**src/rtl/coprosit_pkg.sv**
```systemverilog
// Shared types for the coprosit writeback path: report records, source ids, ECS encodings.
package coprosit_pkg;

  localparam int REPORT_ID_MAX = 16;
  localparam logic [2:0] ECSWE_POSR = 3'b010;

  typedef enum logic {
    WB_SRC_EX  = 1'b0,
    WB_SRC_MEM = 1'b1
  } wb_src_e;

  // id is stored at its widest; users slice down to their ID_WIDTH
  typedef struct packed {
    logic [REPORT_ID_MAX-1:0] id;
    logic [4:0]               rd;
    logic                     err;
  } mem_report_t;

  function automatic wb_src_e wb_other(input wb_src_e s);
    return (s == WB_SRC_EX) ? WB_SRC_MEM : WB_SRC_EX;
  endfunction

endpackage

```
**src/rtl/coprosit_report_fifo.sv**
```systemverilog
// Circular buffer of memory result reports with occupancy count and sticky overflow flag.
module coprosit_report_fifo
  import coprosit_pkg::*;
#(
  parameter int DEPTH = 4,
  localparam int AW = $clog2(DEPTH)
) (
  input  logic        clk,
  input  logic        rst,
  input  logic        enq,
  input  mem_report_t enq_data,
  input  logic        deq,
  output mem_report_t head,
  output logic [AW:0] count,
  output logic        empty,
  output logic        overflow
);

  mem_report_t      mem [DEPTH];
  logic [AW-1:0]    wptr, rptr;
  logic             full, do_enq, do_deq;

  assign empty  = (count == '0);
  assign full   = (count == (AW+1)'(DEPTH));
  assign do_deq = deq & ~empty;
  // a full buffer still accepts when the head leaves in the same cycle
  assign do_enq = enq & (~full | do_deq);
  assign head   = mem[rptr];

  always_ff @(posedge clk) begin
    if (do_enq) mem[wptr] <= enq_data;
  end

  always_ff @(posedge clk) begin
    if (rst) begin
      wptr     <= '0;
      rptr     <= '0;
      count    <= '0;
      overflow <= 1'b0;
    end else begin
      if (do_enq) wptr <= wptr + 1'b1;
      if (do_deq) rptr <= rptr + 1'b1;
      count <= count + (AW+1)'(do_enq) - (AW+1)'(do_deq);
      if (enq & ~do_enq) overflow <= 1'b1;
    end
  end

endmodule

```
**src/rtl/coprosit_wb_arbiter.sv**
```systemverilog
// Writeback arbiter: shares regfile write port and result FIFO between LSU results and EX stage.
// Optional stall counter enabled with `define COPROSIT_WB_PERF_EN.
module coprosit_wb_arbiter
  import coprosit_pkg::*;
#(
  parameter int XLEN          = 32,
  parameter int POSLEN        = 32,
  parameter int ID_WIDTH      = 4,
  parameter int MEM_BUF_DEPTH = 4
) (
  input  logic                clk_i,
  input  logic                rst_i,
  input  logic                mem_valid_i,
  input  logic [4:0]          mem_rd_i,
  input  logic [ID_WIDTH-1:0] mem_id_i,
  input  logic [XLEN-1:0]     mem_rdata_i,
  input  logic                mem_err_i,
  input  logic                ex_valid_i,
  output logic                ex_ready_o,
  input  logic                ex_rd_is_pos_i,
  input  logic [4:0]          ex_addr_i,
  input  logic [ID_WIDTH-1:0] ex_id_i,
  input  logic [XLEN-1:0]     ex_data_i,
  output logic                posr_we_o,
  output logic [4:0]          posr_waddr_o,
  output logic [POSLEN-1:0]   posr_wdata_o,
  output logic                res_valid_o,
  input  logic                res_ready_i,
  output logic [ID_WIDTH-1:0] res_id_o,
  output logic [XLEN-1:0]     res_data_o,
  output logic [4:0]          res_rd_o,
  output logic                res_we_o,
  output logic [2:0]          res_ecswe_o,
  output logic                res_err_o,
  output logic                overflow_o
`ifdef COPROSIT_WB_PERF_EN
  ,
  output logic [31:0]         ex_stall_cnt_o
`endif
);

  localparam int CW = $clog2(MEM_BUF_DEPTH) + 1;

  mem_report_t   enq_rep, head;
  logic [CW-1:0] count;
  logic          empty, run, ex_hold, mem_pend, ex_pend, near_full, push;
  wb_src_e       grant, rr;
  logic          unused_id;

  assign run     = ~rst_i;
  assign enq_rep = '{id: REPORT_ID_MAX'(mem_id_i), rd: mem_rd_i, err: mem_err_i};

  coprosit_report_fifo #(.DEPTH(MEM_BUF_DEPTH)) u_fifo (
    .clk      (clk_i),
    .rst      (rst_i),
    .enq      (mem_valid_i & run),
    .enq_data (enq_rep),
    .deq      (push & (grant == WB_SRC_MEM)),
    .head     (head),
    .count    (count),
    .empty    (empty),
    .overflow (overflow_o)
  );

  // a load owns the regfile port, so a posit-writing EX result must wait
  assign ex_hold   = mem_valid_i & ex_rd_is_pos_i;
  assign mem_pend  = ~empty;
  assign ex_pend   = ex_valid_i & ~ex_hold;
  assign near_full = (count >= CW'(MEM_BUF_DEPTH - 1));

  always_comb begin
    grant = WB_SRC_EX;
    if (mem_pend & ex_pend) grant = (near_full || rr == WB_SRC_MEM) ? WB_SRC_MEM : WB_SRC_EX;
    else if (mem_pend)      grant = WB_SRC_MEM;
  end

  assign res_valid_o = run & (mem_pend | ex_pend);
  assign push        = res_valid_o & res_ready_i;
  assign ex_ready_o  = run & (grant == WB_SRC_EX) & res_ready_i & ~ex_hold;

  always_comb begin
    res_id_o    = '0;
    res_data_o  = '0;
    res_rd_o    = '0;
    res_we_o    = 1'b0;
    res_ecswe_o = '0;
    res_err_o   = 1'b0;
    if (res_valid_o) begin
      if (grant == WB_SRC_MEM) begin
        res_id_o    = head.id[ID_WIDTH-1:0];
        res_rd_o    = head.rd;
        res_ecswe_o = ECSWE_POSR;
        res_err_o   = head.err;
      end else begin
        res_id_o    = ex_id_i;
        res_data_o  = ex_data_i;
        res_rd_o    = ex_addr_i;
        res_we_o    = ~ex_rd_is_pos_i;
        res_ecswe_o = ex_rd_is_pos_i ? ECSWE_POSR : 3'b000;
      end
    end
  end

  always_comb begin
    posr_we_o    = 1'b0;
    posr_waddr_o = '0;
    posr_wdata_o = '0;
    if (run & mem_valid_i) begin
      posr_we_o    = 1'b1;
      posr_waddr_o = mem_rd_i;
      posr_wdata_o = mem_rdata_i[POSLEN-1:0];
    end else if (ex_valid_i & ex_rd_is_pos_i & ex_ready_o) begin
      posr_we_o    = 1'b1;
      posr_waddr_o = ex_addr_i;
      posr_wdata_o = ex_data_i[POSLEN-1:0];
    end
  end

  // near-full wins against the pointer without moving it
  always_ff @(posedge clk_i) begin
    if (rst_i)                    rr <= WB_SRC_EX;
    else if (push && grant == rr) rr <= wb_other(rr);
  end

  assign unused_id = ^head.id;

`ifdef COPROSIT_WB_PERF_EN
  always_ff @(posedge clk_i) begin
    if (rst_i)                                         ex_stall_cnt_o <= '0;
    else if (ex_valid_i & ~ex_ready_o & ~&ex_stall_cnt_o) ex_stall_cnt_o <= ex_stall_cnt_o + 1'b1;
  end
`endif

endmodule

```
**config.mk**
```make
export PLATFORM = sky130hd
export DESIGN_NAME = coprosit_wb_arbiter
export DESIGN_NICKNAME = d
export VERILOG_FILES = /design/src/rtl/coprosit_pkg.sv /design/src/rtl/coprosit_report_fifo.sv /design/src/rtl/coprosit_wb_arbiter.sv
export SDC_FILE = /design/constraint.sdc
export NUM_CORES = 1
export LEC_CHECK = 0
export CAP_MARGIN = 20
export CORE_UTILIZATION = 45
export DETAILED_ROUTE_END_ITERATION = 16
export PLACE_DENSITY = 0.8
export RECOVER_POWER = 100
export SYNTH_ARGS = -nofsm -noshare
export SYNTH_HDL_FRONTEND = slang
export SYNTH_HIERARCHICAL = 1
export SYNTH_SLANG_ARGS = --single-unit
```
**constraint.sdc**
```tcl
create_clock -name clk_i -period 7.1 [get_ports clk_i]
set_input_delay 0.71 -clock clk_i [delete_from_list [all_inputs] [get_ports clk_i]]
set_output_delay 0.71 -clock clk_i [all_outputs]
set_load 0.01 [all_outputs]
```
==> impl_metrics.json, run 1 <==
{
  "r2r_cells": 13,
  "setup_viol": 0,
  "start_kind": "input port",
  "worstPathMaxFanout": 37,
  "critPathRequiredTime_ns": 6.39,
  "fillers": 517,
  "drt_iter0_drc": 161,
  "die-width_um": 87.61,
  "slew_headroom_pct": -17.30,
  "r2r-start": "u_fifo/count[1]$_SDFF_PP0_",
  "clock_path_buffers": 2,
  "hpwl_mm": 7.886,
  "grt_pass1_wl_mm": 15.54,
  "pin_count": 176,
  "core_area_um2": 6944,
  "fmax_ghz": 0.2057,
  "grt_max_degree": 38,
  "io_buffers": 173,
  "initial_core_util_pct": 47.50,
  "worstPathArrival_ns": 4.15,
  "clkSlewWorstSetupHoldPaths_ns": 0.09,
  "post-route-min-period_ns": 4.862,
  "vdd_drop_max_mv": 0.1997,
  "drv_cap": 1,
  "hp-class": "reg -> reg",
  "insertion_delay_ns": 0.30,
  "worstHoldPathCells": 2,
  "final_cell_count_no_fill": 595,
  "violations": "max-capacitance violations, max-slew violations",
  "htreeDepth": 2,
  "hold-worst-slack_ns": 0.5030,
  "finalInstanceArea_um2": 5071,
  "drive_gt1_share_pct": 5.611,
  "antenna_found_initial": 0,
  "postCtsSetupRepairBufs": 0,
  "rsz0062_at_grt": "no",
  "clock_sinks": 51,
  "die_y_um": 87.61,
  "avgSynthCellArea_um2": 9.644,
  "numCtsBuffers": 5,
  "grt_pass1_vias": 3080,
  "setup_tns_ns": 0,
  "period_share_pct": 68.47,
  "fin_ws_ns": 2.238,
  "globalplace.congestion": 0.8210,
  "path_class": "in -> out",
  "dp_cells": 587,
  "syn2layout_area_growth_pct": 53.76,
  "hold_end": "u_fifo/overflow$_SDFFE_PP0P_",
  "finalWirelength_mm": 10.45,
  "grtUsageTotal_pct": 26.94,
  "syn_inst": 342,
  "vias": 3187,
  "wl_per_cell_um": 17.55,
  "powerDensity_nw_per_um2": 171.2,
  "fin_skew_ns": 0.006072,
  "reg2reg_to": "u_fifo/count[2]$_SDFF_PP0_",
  "cts_resized": 0,
  "drc": 0,
  "place_ws_ns": 3.145,
  "cts_root_buffer": "clkbuf_8",
  "hold_violations": 0,
  "rrSetupSlack_ns": 3.71,
  "cts_hold_buf": 0,
  "syn_area_um2": 3298,
  "yosysWarnings": 6,
  "finalNetCount": 594,
  "die-area_um2": 7676,
  "row_count": 30,
  "placed_area_um2": 4995,
  "endpoint_kind": "output port",
  "p_leak_nw": 1.813,
  "ant_nets": 0,
  "holdCritStartpoint": "u_fifo/overflow$_SDFFE_PP0P_",
  "via_per_inst": 5.356,
  "cts_tree": "built",
  "slew_violations": 15,
  "worst_pin_slew_ns": 1.744,
  "status": "finished with violations",
  "diodes": 0,
  "grt-ovfl-total": 0,
  "drtPass1Iterations": 5
}
-- through the flow --
stage	power, W	utilization (%)
floorplan	0.0005581	-
global placement	0.0006907	71.93
detailed placement	0.0006966	71.93
CTS	0.0008934	73.55
global route	0.0009157	73.03
finish	0.0008684	73.03
-- worst max-delay path, cell delays in order --
cell,delay (ns)
dlygate4sd3_1,0.62
a21boi_0,1.36
a21oi_4,0.50
o21ai_0,0.34
clkdlybuf4s50_1,0.61
-- sequential cells by signal (all words and copies together) (netlist names), named ones only --
register	flops
u_fifo/mem	40
u_fifo/count	3
u_fifo/rptr	2
u_fifo/wptr	2
rr	1
u_fifo/overflow	1
-- per-layer routing --
metal  track usage [%]  vias up  share of wire [%]
li1                  -     1522                  -
met1             28.35     1498                 36
met4             11.33        0                3.2
met5                 0        -                  0
met3             6.786       27                8.5
met2             50.85      140                 53
-- layout make-up --
type	instances	area, um^2	area share [%]
Sequential cell	51	1421	28.03
Tap cell	96	120.1	2.369
Clock inverter	3	43.79	0.8636
Clock buffer	5	68.82	1.357
Multi-Input combinational cell	253	1618	31.90
Inverter	9	33.78	0.6662
Timing Repair Buffer	178	1765	34.81
-- power by group --
part	leakage [nW]	switching, W	internal (W)
clock	0.0581	0.0000917	0.000105
sequential	0.453	0.0000157	0.000337
combinational	1.30	0.000168	0.000150
total	1.81	0.000276	0.000593
-- how the worst max path moves through the flow --
| stage | cells after the start | slack (ns) | to | from |
|---|---|---|---|---|
| global placement | 14 | 3.27 | u_fifo/count[2]$_SDFF_PP0_ | ex_valid_i |
| floorplan | 14 | 3.80 | u_fifo/count[2]$_SDFF_PP0_ | u_fifo/count[1]$_SDFF_PP0_ |
| finish | 5 | 2.24 | posr_waddr_o[3] | ex_valid_i |
| CTS | 5 | 3.26 | posr_wdata_o[0] | ex_valid_i |
| global route | 14 | 1.95 | u_fifo/count[2]$_SDFF_PP0_ | ex_valid_i |
| detailed placement | 14 | 3.14 | u_fifo/count[2]$_SDFF_PP0_ | ex_valid_i |
-- cell usage in the layout, fill, tap and decap left out, types with 2 or more instances in the layout --
cell type and n:
edfxtp_1 40, dfxtp_1 11, and2_1 14, nor2_1 8, mux4_2 10, nor2b_1 13, xnor2_1 2, nand2b_1 2
dlygate4sd3_1 46, nand3_1 37, clkbuf_8 5, ha_1 6, clkdlybuf4s50_1 127, and2_0 22, conb_1 2, o211ai_1 10
buf_4 4, inv_1 9, a21oi_1 16, and3_1 3, o21ai_0 48, a21o_1 2, nand2_1 41
Power figures use the tool's default switching activity.
==> run 2: changes to the inputs <==
- clock period: 7.1 -> 4.7 ns (I/O delays scaled with it)
==> run 2 against run 1 <==
Compared with the run above:
- the run now ends clean
- largest cell class unchanged
- clock skew rose by 0.0022 ns
- count of clock-buffer cells in the layout did not move
- clock power rose by 50%
- via count fell by 1.0%
==> impl_metrics.json, run 2 (same netlist as run 1, synthesis figures left out) <==
{
  "cts_tree": "built",
  "rsz0062_at_grt": "no",
  "postCtsSetupRepairBufs": 0,
  "diodes": 0,
  "met1_length_mm": 3.837,
  "setup_viol": 0,
  "wl_per_cell_um": 17.15,
  "placed_area_um2": 5010,
  "globalplace.congestion": 0.8248,
  "hpwl_mm": 7.651,
  "worstHoldPathCells": 2,
  "holdCritStartpoint": "u_fifo/overflow$_SDFFE_PP0P_",
  "worstPathArrival_ns": 3.91,
  "total_power_w": 0.001318,
  "worst_pin_slew_ns": 0.9223,
  "initial_core_util_pct": 47.50,
  "powerDensity_nw_per_um2": 259.0,
  "switchingPower_w": 0.0004209,
  "die-width_um": 87.61,
  "io_buffers": 173,
  "drive_gt1_share_pct": 5.988,
  "start_kind": "input port",
  "syn2layout_area_growth_pct": 54.25,
  "finalWirelength_mm": 10.24,
  "clock_sinks": 51,
  "hp-class": "reg -> reg",
  "top_layer": "met4",
  "p_leak_nw": 1.905,
  "fin_skew_ns": 0.008277,
  "clkSlewWorstSetupHoldPaths_ns": 0.08,
  "hold_end": "u_fifo/overflow$_SDFFE_PP0P_",
  "pin_count": 176,
  "vdd_drop_max_mv": 0.3184,
  "p_int_w": 0.0008967,
  "cts_root_buffer": "clkbuf_8",
  "p_clk_share_pct": 22.5,
  "die_y_um": 87.61,
  "final_cell_mix": "clkdlybuf4s50_1, dlygate4sd3_1, nand2_1",
  "grt_pass1_wl_mm": 15.10,
  "row_count": 30,
  "drt_iter0_drc": 132,
  "top_register": "u_fifo/mem",
  "rrSetupSlack_ns": 1.62,
  "finalInstanceArea_um2": 5087,
  "status": "complete, no violations",
  "r2r-start": "u_fifo/count[2]$_SDFF_PP0_",
  "finalNetCount": 596,
  "wl_met3_um": 714,
  "dp_cells": 589,
  "via_per_inst": 5.285,
  "final_cell_count_no_fill": 597,
  "wl_met2_mm": 5.312,
  "grt-ovfl-total": 0,
  "hold_violations": 0,
  "grt_max_degree": 39,
  "clock_path_buffers": 2,
  "grt_pass1_vias": 2948,
  "vias": 3155,
  "slew_headroom_pct": 38.38,
  "ant_nets": 0,
  "path_class": "in -> reg",
  "p_sw_share_pct": 31.94,
  "final_core_util_pct": 73.26,
  "cts_hold_buf": 0,
  "cts_resized": 0,
  "grtUsageTotal_pct": 26.21,
  "seqPwrFrac_pct": 40.5,
  "numCtsBuffers": 5,
  "fmax_ghz": 0.2685,
  "slew_violations": 0,
  "antenna_found_initial": 0,
  "reg2reg_to": "u_fifo/count[2]$_SDFF_PP0_",
  "reg.largest.list": "u_fifo/mem: 40 flops, u_fifo/count: 3 flops",
  "drtPass1Iterations": 4,
  "setup_tns_ns": 0,
  "core_area_um2": 6944,
  "die-area_um2": 7676,
  "drc": 0,
  "htreeDepth": 2,
  "insertion_delay_ns": 0.30,
  "pwr-share-comb_pct": 37.1,
  "critPathRequiredTime_ns": 4.89,
  "r2r_cells": 14,
  "final_common_cell": "clkdlybuf4s50_1",
  "drv_cap": 0,
  "worstPathMaxFanout": 14,
  "post-route-min-period_ns": 3.725,
  "endpoint_kind": "register",
  "largest_reg_flops": 40,
  "period_share_pct": 79.25
}
-- run 2: cell count changes in the layout (fill, tap and decap cells not counted), sizes merged --
cell / change
clkinv: -1
inv: +1
dlygate4sd3: +28
clkdlybuf4s50: -28
buf: +2
-- run 2: cell type report --
| class | count | area [um^2] |
|---|---|---|
| Timing Repair Buffer | 180 | 1780 |
| Sequential cell | 51 | 1421 |
| Multi-Input combinational cell | 253 | 1620 |
| Fill cell | 541 | 1857 |
| Tap cell | 96 | 120.1 |
| Clock inverter | 3 | 42.54 |
| Clock buffer | 5 | 68.82 |
| Inverter | 9 | 33.78 |
-- run 2: how the worst max path moves through the flow --
stage,slack (ns),start,to
global placement,1.31,ex_valid_i,u_fifo/count[2]$_SDFF_PP0_
finish,0.98,ex_valid_i,u_fifo/count[2]$_SDFF_PP0_
CTS,1.33,ex_rd_is_pos_i,posr_wdata_o[22]
floorplan,1.40,u_fifo/count[1]$_SDFF_PP0_,u_fifo/count[2]$_SDFF_PP0_
global route,0.64,ex_valid_i,u_fifo/count[2]$_SDFF_PP0_
detailed placement,1.20,ex_valid_i,u_fifo/count[2]$_SDFF_PP0_
-- run 2: per-stage QoR --
step,setup slack [ns],hold WS (ns)
detailed placement,1.202,0.4844
finish,0.9751,0.4806
floorplan,1.395,0.4591
global route,0.6439,0.5254
CTS,1.332,0.4978
global placement,1.313,0.4695
-- run 2: power groups by stage --
stage | Clock [W] | Combinational, W | Sequential [W]
after floorplan | 0 | 0.000306 | 0.000537
after global placement | 0 | 0.000507 | 0.000544
after detailed placement | 0 | 0.000515 | 0.000545
after CTS | 0.000304 | 0.000518 | 0.000535
after global routing | 0.000320 | 0.000531 | 0.000537
final | 0.000296 | 0.000489 | 0.000533
-- run 2: critical path, stage by stage --
cell and delay [ns]:
dlygate4sd3_1 0.61, a21boi_0 0.20, clkbuf_1 0.52, nand2_1 0.14, and3_1 0.24, nor4b_1 0.39
nor2b_2 0.16, inv_1 0.09, ha_1 0.13, inv_1 0.04, ha_1 0.18, fa_1 0.38
xnor2_1 0.17, xnor2_1 0.14, nor2_1 0.05
-- run 2: layer usage --
layer  GRT usage, %  vias to the layer above
met5              0                        -
met4          12.07                        0
met3          5.467                       25
met2          46.59                      122
met1          30.37                     1483
li1               -                     1525
==> run 3: changes to the inputs <==
- clock period: 4.7 -> 3.7 ns (I/O delays scaled with it)
==> run 3 against run 2 <==
Compared with the run above:
- global-route usage decreased by 0.17 points
- sequential power increased by 27%
- critical path type is now in -> out
- total power increased by 22%
- utilization unchanged
- sequential cell count unchanged
- clock power increased by 1%
- critical endpoint is now posr_wdata_o[15]
- wire length decreased by 0.25%
- die area unchanged
==> impl_metrics.json, run 3 (same netlist as run 1, synthesis figures left out) <==
{
  "clock_sinks": 51,
  "grtUsageTotal_pct": 26.04,
  "critPathSlowestCell": "dlygate4sd3_1",
  "ant_nets": 0,
  "via_per_inst": 5.282,
  "final_common_cell": "clkdlybuf4s50_1",
  "vias": 3169,
  "hold_violations": 0,
  "syn2layout_area_growth_pct": 54.25,
  "globalplace.congestion": 0.8393,
  "rsz0062_at_grt": "no",
  "pwr-share-comb_pct": 39.4,
  "multi_input_area_um2": 1624,
  "critPathRequiredTime_ns": 3.33,
  "hold_end": "u_fifo/overflow$_SDFFE_PP0P_",
  "wl_per_cell_um": 17.02,
  "diodes": 0,
  "r2r-start": "u_fifo/count[1]$_SDFF_PP0_",
  "total_power_w": 0.001612,
  "rrSetupSlack_ns": 0.71,
  "r2r_cells": 13,
  "drive_gt1_share_pct": 6.548,
  "grt-ovfl-total": 0,
  "place_ws_ns": 0.4543,
  "setup_viol": 0,
  "p_clk_share_pct": 18.6,
  "final_core_util_pct": 73.26,
  "finalNetCount": 599,
  "post-route-min-period_ns": 3.351,
  "fmax_ghz": 0.2984,
  "reg2reg_to": "u_fifo/count[2]$_SDFF_PP0_",
  "path_cells": "clkdlybuf4s50_1, a21boi_2, clkbuf_1, a21oi_4, buf_4, o21ai_1, dlygate4sd3_1",
  "row_count": 30,
  "critPathMaxStageDelay_ns": 0.64,
  "status": "complete, no violations",
  "fin_ws_ns": 0.3486,
  "final_cell_mix": "clkdlybuf4s50_1, dlygate4sd3_1, nand2_1",
  "seqPwrFrac_pct": 41.9,
  "worstPathArrival_ns": 2.98,
  "drv_cap": 0,
  "finalWirelength_mm": 10.21,
  "slew_violations": 0,
  "htreeDepth": 2,
  "clkSlewWorstSetupHoldPaths_ns": 0.08,
  "fin_skew_ns": 0.002636,
  "final_cell_count_no_fill": 600,
  "seqCellArea_um2": 1421,
  "clock_path_buffers": 2,
  "largest_reg_flops": 40,
  "hpwl_mm": 7.765,
  "setup_tns_ns": 0,
  "vdd_drop_max_mv": 0.3493,
  "worstHoldPathCells": 2,
  "cts_resized": 0,
  "postCtsSetupRepairBufs": 0,
  "grt_max_degree": 39,
  "core_area_um2": 6944,
  "fillers": 512,
  "drtPass1Iterations": 4,
  "path_class": "in -> out",
  "start_kind": "input port",
  "reg.largest.list": "u_fifo/mem: 40 flops, u_fifo/count: 3 flops",
  "hp-class": "reg -> reg",
  "initial_core_util_pct": 47.50,
  "cts_tree": "built",
  "p_sw_share_pct": 33.14,
  "powerDensity_nw_per_um2": 316.8,
  "numCtsBuffers": 5,
  "insertion_delay_ns": 0.29,
  "cts_root_buffer": "clkbuf_8",
  "drt_iter0_drc": 195,
  "die_y_um": 87.61,
  "worst_pin_slew_ns": 0.7621,
  "io_buffers": 173,
  "switchingPower_w": 0.0005342,
  "worstPathMaxFanout": 27,
  "p_leak_nw": 1.931,
  "grt_pass1_wl_mm": 15.31,
  "dp_cells": 592,
  "holdCritStartpoint": "u_fifo/overflow$_SDFFE_PP0P_",
  "antenna_found_initial": 0,
  "pin_count": 176,
  "drc": 0,
  "top_register": "u_fifo/mem",
  "cts_hold_buf": 0,
  "p_int_w": 0.001077,
  "die-width_um": 87.61,
  "slew_headroom_pct": 49.17,
  "die-area_um2": 7676,
  "grt_pass1_vias": 2994,
  "period_share_pct": 90.58,
  "endpoint_kind": "output port"
}
-- run 3: layer usage --
layer | track usage, % | part of all wire, % | wire, um | up-vias
met1 | 30.73 | 39 | 3998 | 1500
met4 | 8.197 | 2.2 | 224 | 0
li1 | - | - | - | 1530
met2 | 48.44 | 52 | 5315 | 121
met3 | 4.147 | 6.6 | 675 | 18
met5 | 0 | 0 | 0 | -
-- run 3: worst max-delay path by stage --
stage	startpoint	to	slack [ns]	cells past startpoint
finish	ex_valid_i	posr_wdata_o[15]	0.35	7
global route	ex_valid_i	posr_wdata_o[8]	0.24	7
CTS	ex_valid_i	posr_wdata_o[15]	0.73	7
detailed placement	ex_valid_i	u_fifo/count[2]$_SDFF_PP0_	0.45	14
global placement	ex_valid_i	u_fifo/count[2]$_SDFF_PP0_	0.58	14
floorplan	u_fifo/count[1]$_SDFF_PP0_	u_fifo/count[2]$_SDFF_PP0_	0.40	14
-- run 3: worst max-delay path, delay by kind of cell --
kind,cells,cell delay [ns]
AOI/OAI and AO/OA,3,0.58
buffers and inverters,4,2.01
-- run 3: metrics by stage --
step | hold WS, ns | area, um^2
finish | 0.4994 | 5087
global route | 0.5500 | 5087
CTS | 0.5159 | 5117
detailed placement | 0.4899 | 5032
global placement | 0.4694 | 5032
floorplan | 0.4591 | 3302
-- run 3: power by group through the flow --
stage	clock [W]	combinational (W)	sequential [W]
2_1_floorplan	0	0.000389	0.000682
3_3_place_gp	0	0.000658	0.000691
3_5_place_dp	0	0.000667	0.000692
4_1_cts	0.000315	0.000672	0.000679
5_1_grt	0.000330	0.000690	0.000681
6_report	0.000300	0.000635	0.000676
-- run 3: cell type report --
type / instances / area share, %
timing repair buffer: 183 / 35.44
sequential: 51 / 27.94
tap: 96 / 2.361
clock inverter: 2 / 0.2459
inverter: 9 / 0.6640
clock buffer: 6 / 1.426
multi-input combinational: 253 / 31.92
